--- src/rtl/imem_rd_arbiter.sv ---
// Two-master AXI4-Lite read arbiter in front of the instruction memory read port.
// Round-robin between CPU fetch (m0) and a secondary reader (m1); one transaction in flight.
module imem_rd_arbiter #(
  parameter int ADDR_WIDTH = 32,
  parameter int DATA_WIDTH = 32
) (
  input  logic                  clk,
  input  logic                  resetn,
  input  logic [ADDR_WIDTH-1:0] i_m0_araddr,
  input  logic                  i_m0_arvalid,
  output logic                  o_m0_arready,
  output logic [DATA_WIDTH-1:0] o_m0_rdata,
  output logic                  o_m0_rvalid,
  input  logic                  i_m0_rready,
  input  logic [ADDR_WIDTH-1:0] i_m1_araddr,
  input  logic                  i_m1_arvalid,
  output logic                  o_m1_arready,
  output logic [DATA_WIDTH-1:0] o_m1_rdata,
  output logic                  o_m1_rvalid,
  input  logic                  i_m1_rready,
  output logic [ADDR_WIDTH-1:0] o_axi_araddr,
  output logic                  o_axi_arvalid,
  input  logic                  i_axi_arready,
  input  logic [DATA_WIDTH-1:0] i_axi_rdata,
  input  logic                  i_axi_rvalid,
  output logic                  o_axi_rready,
  output logic [1:0]            o_grant,
  output logic                  o_busy
);

  typedef enum logic [1:0] {S_IDLE, S_ADDR, S_DATA} state_t;

  state_t                  state_q, state_d;
  logic [1:0]              grant_q, grant_d;
  logic                    last_q, last_d;     // 1: master 1 was served last
  logic [ADDR_WIDTH-1:0]   araddr_q, araddr_d;
  logic                    arvalid_q, arvalid_d;
  logic                    win0, win1;
  logic                    sel_rready;
  logic                    r_hs;

  always_ff @(posedge clk or negedge resetn) begin
    if (!resetn) begin
      state_q   <= S_IDLE;
      grant_q   <= 2'b00;
      last_q    <= 1'b1;
      araddr_q  <= '0;
      arvalid_q <= 1'b0;
    end else begin
      state_q   <= state_d;
      grant_q   <= grant_d;
      last_q    <= last_d;
      araddr_q  <= araddr_d;
      arvalid_q <= arvalid_d;
    end
  end

  always_comb begin
    win0       = 1'b0;
    win1       = 1'b0;
    state_d    = state_q;
    grant_d    = grant_q;
    last_d     = last_q;
    araddr_d   = araddr_q;
    arvalid_d  = arvalid_q;
    if (state_q == S_IDLE) begin
      win0 = i_m0_arvalid & (~i_m1_arvalid | last_q);
      win1 = i_m1_arvalid & (~i_m0_arvalid | ~last_q);
    end
    sel_rready   = grant_q[1] ? i_m1_rready : i_m0_rready;
    o_axi_rready = (state_q == S_DATA) & sel_rready;
    r_hs         = i_axi_rvalid & o_axi_rready;

    case (state_q)
      S_IDLE: begin
        if (win0 | win1) begin
          araddr_d  = win1 ? i_m1_araddr : i_m0_araddr;
          grant_d   = {win1, win0};
          arvalid_d = 1'b1;
          state_d   = S_ADDR;
        end
      end
      S_ADDR: begin
        if (i_axi_arready) begin
          arvalid_d = 1'b0;
          state_d   = S_DATA;
        end
      end
      S_DATA: begin
        if (r_hs) begin
          last_d  = grant_q[1];
          grant_d = 2'b00;
          state_d = S_IDLE;
        end
      end
      default: state_d = S_IDLE;
    endcase
  end

  // arready is combinational, so it is also masked while reset is held
  assign o_m0_arready  = resetn & win0;
  assign o_m1_arready  = resetn & win1;
  assign o_m0_rvalid   = (state_q == S_DATA) & grant_q[0] & i_axi_rvalid;
  assign o_m1_rvalid   = (state_q == S_DATA) & grant_q[1] & i_axi_rvalid;
  assign o_m0_rdata    = i_axi_rdata;
  assign o_m1_rdata    = i_axi_rdata;
  assign o_axi_araddr  = araddr_q;
  assign o_axi_arvalid = arvalid_q;
  assign o_grant       = grant_q;
  assign o_busy        = (state_q != S_IDLE);

endmodule

--- config.mk ---
export PLATFORM = sky130hd
export DESIGN_NAME = imem_rd_arbiter
export DESIGN_NICKNAME = d
export VERILOG_FILES = /design/src/rtl/imem_rd_arbiter.sv
export SDC_FILE = /design/constraint.sdc
export NUM_CORES = 1
export LEC_CHECK = 0
export ABC_AREA = 1
export CAP_MARGIN = 20
export CORE_ASPECT_RATIO = 1.25
export CORE_MARGIN = 2
export CORE_UTILIZATION = 33
export DETAILED_ROUTE_END_ITERATION = 12
export MAX_ROUTING_LAYER = met4
export PLACE_DENSITY = 0.89
export SYNTH_ARGS = -nofsm -noshare
export SYNTH_HDL_FRONTEND = slang
export SYNTH_SLANG_ARGS = --single-unit
--- constraint.sdc ---
create_clock -name clk -period 1.6 [get_ports clk]
set_input_delay 0.32 -clock clk [delete_from_list [all_inputs] [get_ports clk]]
set_output_delay 0.32 -clock clk [all_outputs]
set_load 0.01 [all_outputs]
==> impl_metrics.json <==
{
  "outcome": "finished, violations left",
  "violations": "negative setup slack",
  "synth_cells": 350,
  "cts_buffers": 5,
  "slew_headroom": 0.685,
  "synthArstFlopShare": 1.00,
  "power_density_mw_per_mm2": 1600,
  "start_util": 0.340,
  "die_width_um": 81.9,
  "fin_nets": 511,
  "worstSetupEndpointType": "primary output",
  "setup_ws_ps": -62.9,
  "crit_type": "reg2out",
  "syn_area_mm2": 0.00250,
  "fmax_mhz": 601,
  "switching_share": 0.383,
  "htreeDepth": 2,
  "drcViolationCount": 0,
  "dr.pass1.iters": 4,
  "portBuffers": 112,
  "netlist_top_cells_count": "144 x nand2_1, 64 x buf_4, 43 x inv_1",
  "crit_path_max_fanout": 4,
  "timing.hold.ws_ps": 126,
  "rsz0062_at_grt": "true",
  "synth.most_common_cell": "nand2_1",
  "ant_nets": 0,
  "drtIter0Drc": 36,
  "globalplace.congestion": 0.719,
  "crit_required_ps": 1280,
  "worst_pin_slew_ps": 473,
  "syn_area_per_cell_um2": 7.15,
  "track_usage": 0.143,
  "hp-class": "in2async",
  "setup_violations": 2,
  "cp-start-kind": "register",
  "drive_above_1_share": 0.123,
  "seqPwrFrac": 0.305,
  "internal_power_mw": 3.41,
  "ys_warn_count": 0,
  "yosysSeqAreaShare": 0.380,
  "ys_top_cells_by_area": "dfrtp_1 37%, nand2_1 22%, buf_4 19%",
  "synth_cell_types": 23,
  "drv_cap": 0,
  "antenna_found_initial": 0,
  "num_io_pins": 209,
  "wl_met1_um": 2120,
  "rows": 35,
  "dr.max_layer_used": "met4",
  "grt_overflow": 0,
  "wire_per_inst_um": 11.7,
  "ir_drop_uv": 701,
  "yosys.area.top_type_share": 0.370,
  "finalHoldViolCount": 0,
  "min_period_over_period": 1.04,
  "cts_sinks": 38,
  "pwr-share-clk": 0.124,
  "synth_area_leader_cell": "dfrtp_1",
  "via_per_inst": 4.34,
  "syn_nets": 454,
  "root_buffer": "clkbuf_8",
  "final_max_slew_viol_count": 0,
  "fp.dieH_um": 101,
  "synth-seq-cells": 38,
  "grt_pass1_wl_um": 9000,
  "timing.critical_path.arrival_ps": 1340,
  "finalSetupTns_ps": -118,
  "utilization": 0.469,
  "skew_ps": 1.81,
  "combPwrFrac": 0.571,
  "drt-total-wl_um": 5860,
  "leakagePower_nw": 1.80,
  "synth_edf_count": 0,
  "die_area_mm2": 0.00830,
  "first_global_vias": 2104,
  "syn2layout_area_growth_pct": 38.0,
  "coreArea_mm2": 0.00736,
  "dp.cells": 487,
  "p_sw_mw": 2.12,
  "worstSkewPairLatency_ps": 280,
  "cts_tree": "done",
  "post-route-min-period_ps": 1660,
  "cts_buffer_depth": 2,
  "wl_met3_um": 447,
  "antenna_cells": 0,
  "synthFlopType": "dfrtp_1",
  "vias": 2169,
  "grt_max_degree": 39,
  "path_clk_slew_ps": 80,
  "total_power_mw": 5.53,
  "place_hpwl_um": 4480,
  "instances_no_fill": 500,
  "met2_length_um": 3020
}
[final cells by class]
cell class	count	area, um^2
fillers	689	3900
repair buffers	127	1280
flip-flops and latches	38	952
multi-input cells	191	840
inverters	44	170
well taps	92	115
clock buffers	6	82.6
clock inverters	2	12.5
[path summary, 6_finish.rpt]
kind | start | end | slack (ps) | depth (start not counted)
worst max-delay path | state_q[0]$_DFFE_PN0P_ | o_m1_arready | -60 | 5
worst min-delay path | resetn | o_axi_araddr[11]$_DFFE_PN0P_ | 130 | 2
worst max register to register | state_q[0]$_DFFE_PN0P_ | o_axi_araddr[24]$_DFFE_PN0P_ | 70 | 9
worst min register to register | o_axi_araddr[23]$_DFFE_PN0P_ | o_axi_araddr[23]$_DFFE_PN0P_ | 470 | 2
max in group asynchronous | resetn | last_q$_DFFE_PN1P_ | 1120 | 2
min in group clk | o_axi_araddr[23]$_DFFE_PN0P_ | o_axi_araddr[23]$_DFFE_PN0P_ | 470 | 2
[critical path, cell delays in order, from the launching register on]
cell and delay (ps):
dfrtp_1 410, buf_6 130, nor2_4 130, nand3_2 120, nor2_1 120, buf_2 140
[cell families after synthesis]
| family | synth area share |
|---|---|
| buffers and inverters | 0.295 |
| flip-flops | 0.381 |
| AND/OR/NAND/NOR | 0.242 |
| AO/OA/AOI/OAI | 0.0820 |
[state kept, by name, summed over array words and instances, names as in the netlist]
signal / flops
o_axi_araddr: 32
o_grant: 2
state_q: 2
last_q: 1
o_axi_arvalid: 1
[power by group through the flow]
stage / registers [mW] / logic [mW] / clock network [mW]
after global routing: 1.74 / 3.50 / 0.770
after detailed placement: 1.71 / 2.97 / 0
after global placement: 1.69 / 2.89 / 0
final: 1.69 / 3.16 / 0.685
after CTS: 1.69 / 3.07 / 0.719
after floorplan: 1.89 / 1.44 / 0
[repair_timing]
action / CTS / global route
setup buffers: 4 / 1
pin swaps: 2 / 1
resized for setup: 26 / 27
endpoints found under the setup margin: 39 / 40
hold buffers: 0 / 0
[placed cells by master, fill, tap and decap left out, types with 4 or more instances in the layout]
cell type / Yosys / routed
o21ai_2: 4 / 4
buf_6: 5 / 6
buf_2: 6 / 6
o21ai_1: 10 / 16
nand2_1: 144 / 139
clkdlybuf4s50_1: 0 / 104
dfrtp_1: 37 / 37
buf_4: 64 / 5
nand2_2: 1 / 5
o21ai_0: 19 / 13
clkbuf_8: 0 / 6
inv_1: 43 / 41
[metrics by stage]
step           setup slack [ps]  instance area [um^2]
2_1_floorplan               247                  2500
3_3_place_gp               -370                  3270
3_5_place_dp               -383                  3270
4_1_cts                   -84.9                  3390
5_1_grt                    -153                  3450
6_report                  -62.9                  3450
[routing by layer]
layer / vias up / GRT usage
met2: 69 / 0.264
met5: - / -
met4: 0 / 0.0821
met1: 966 / 0.130
met3: 36 / 0.0330
li1: 1098 / -
Note: power is estimated with default switching activity, not from simulation.
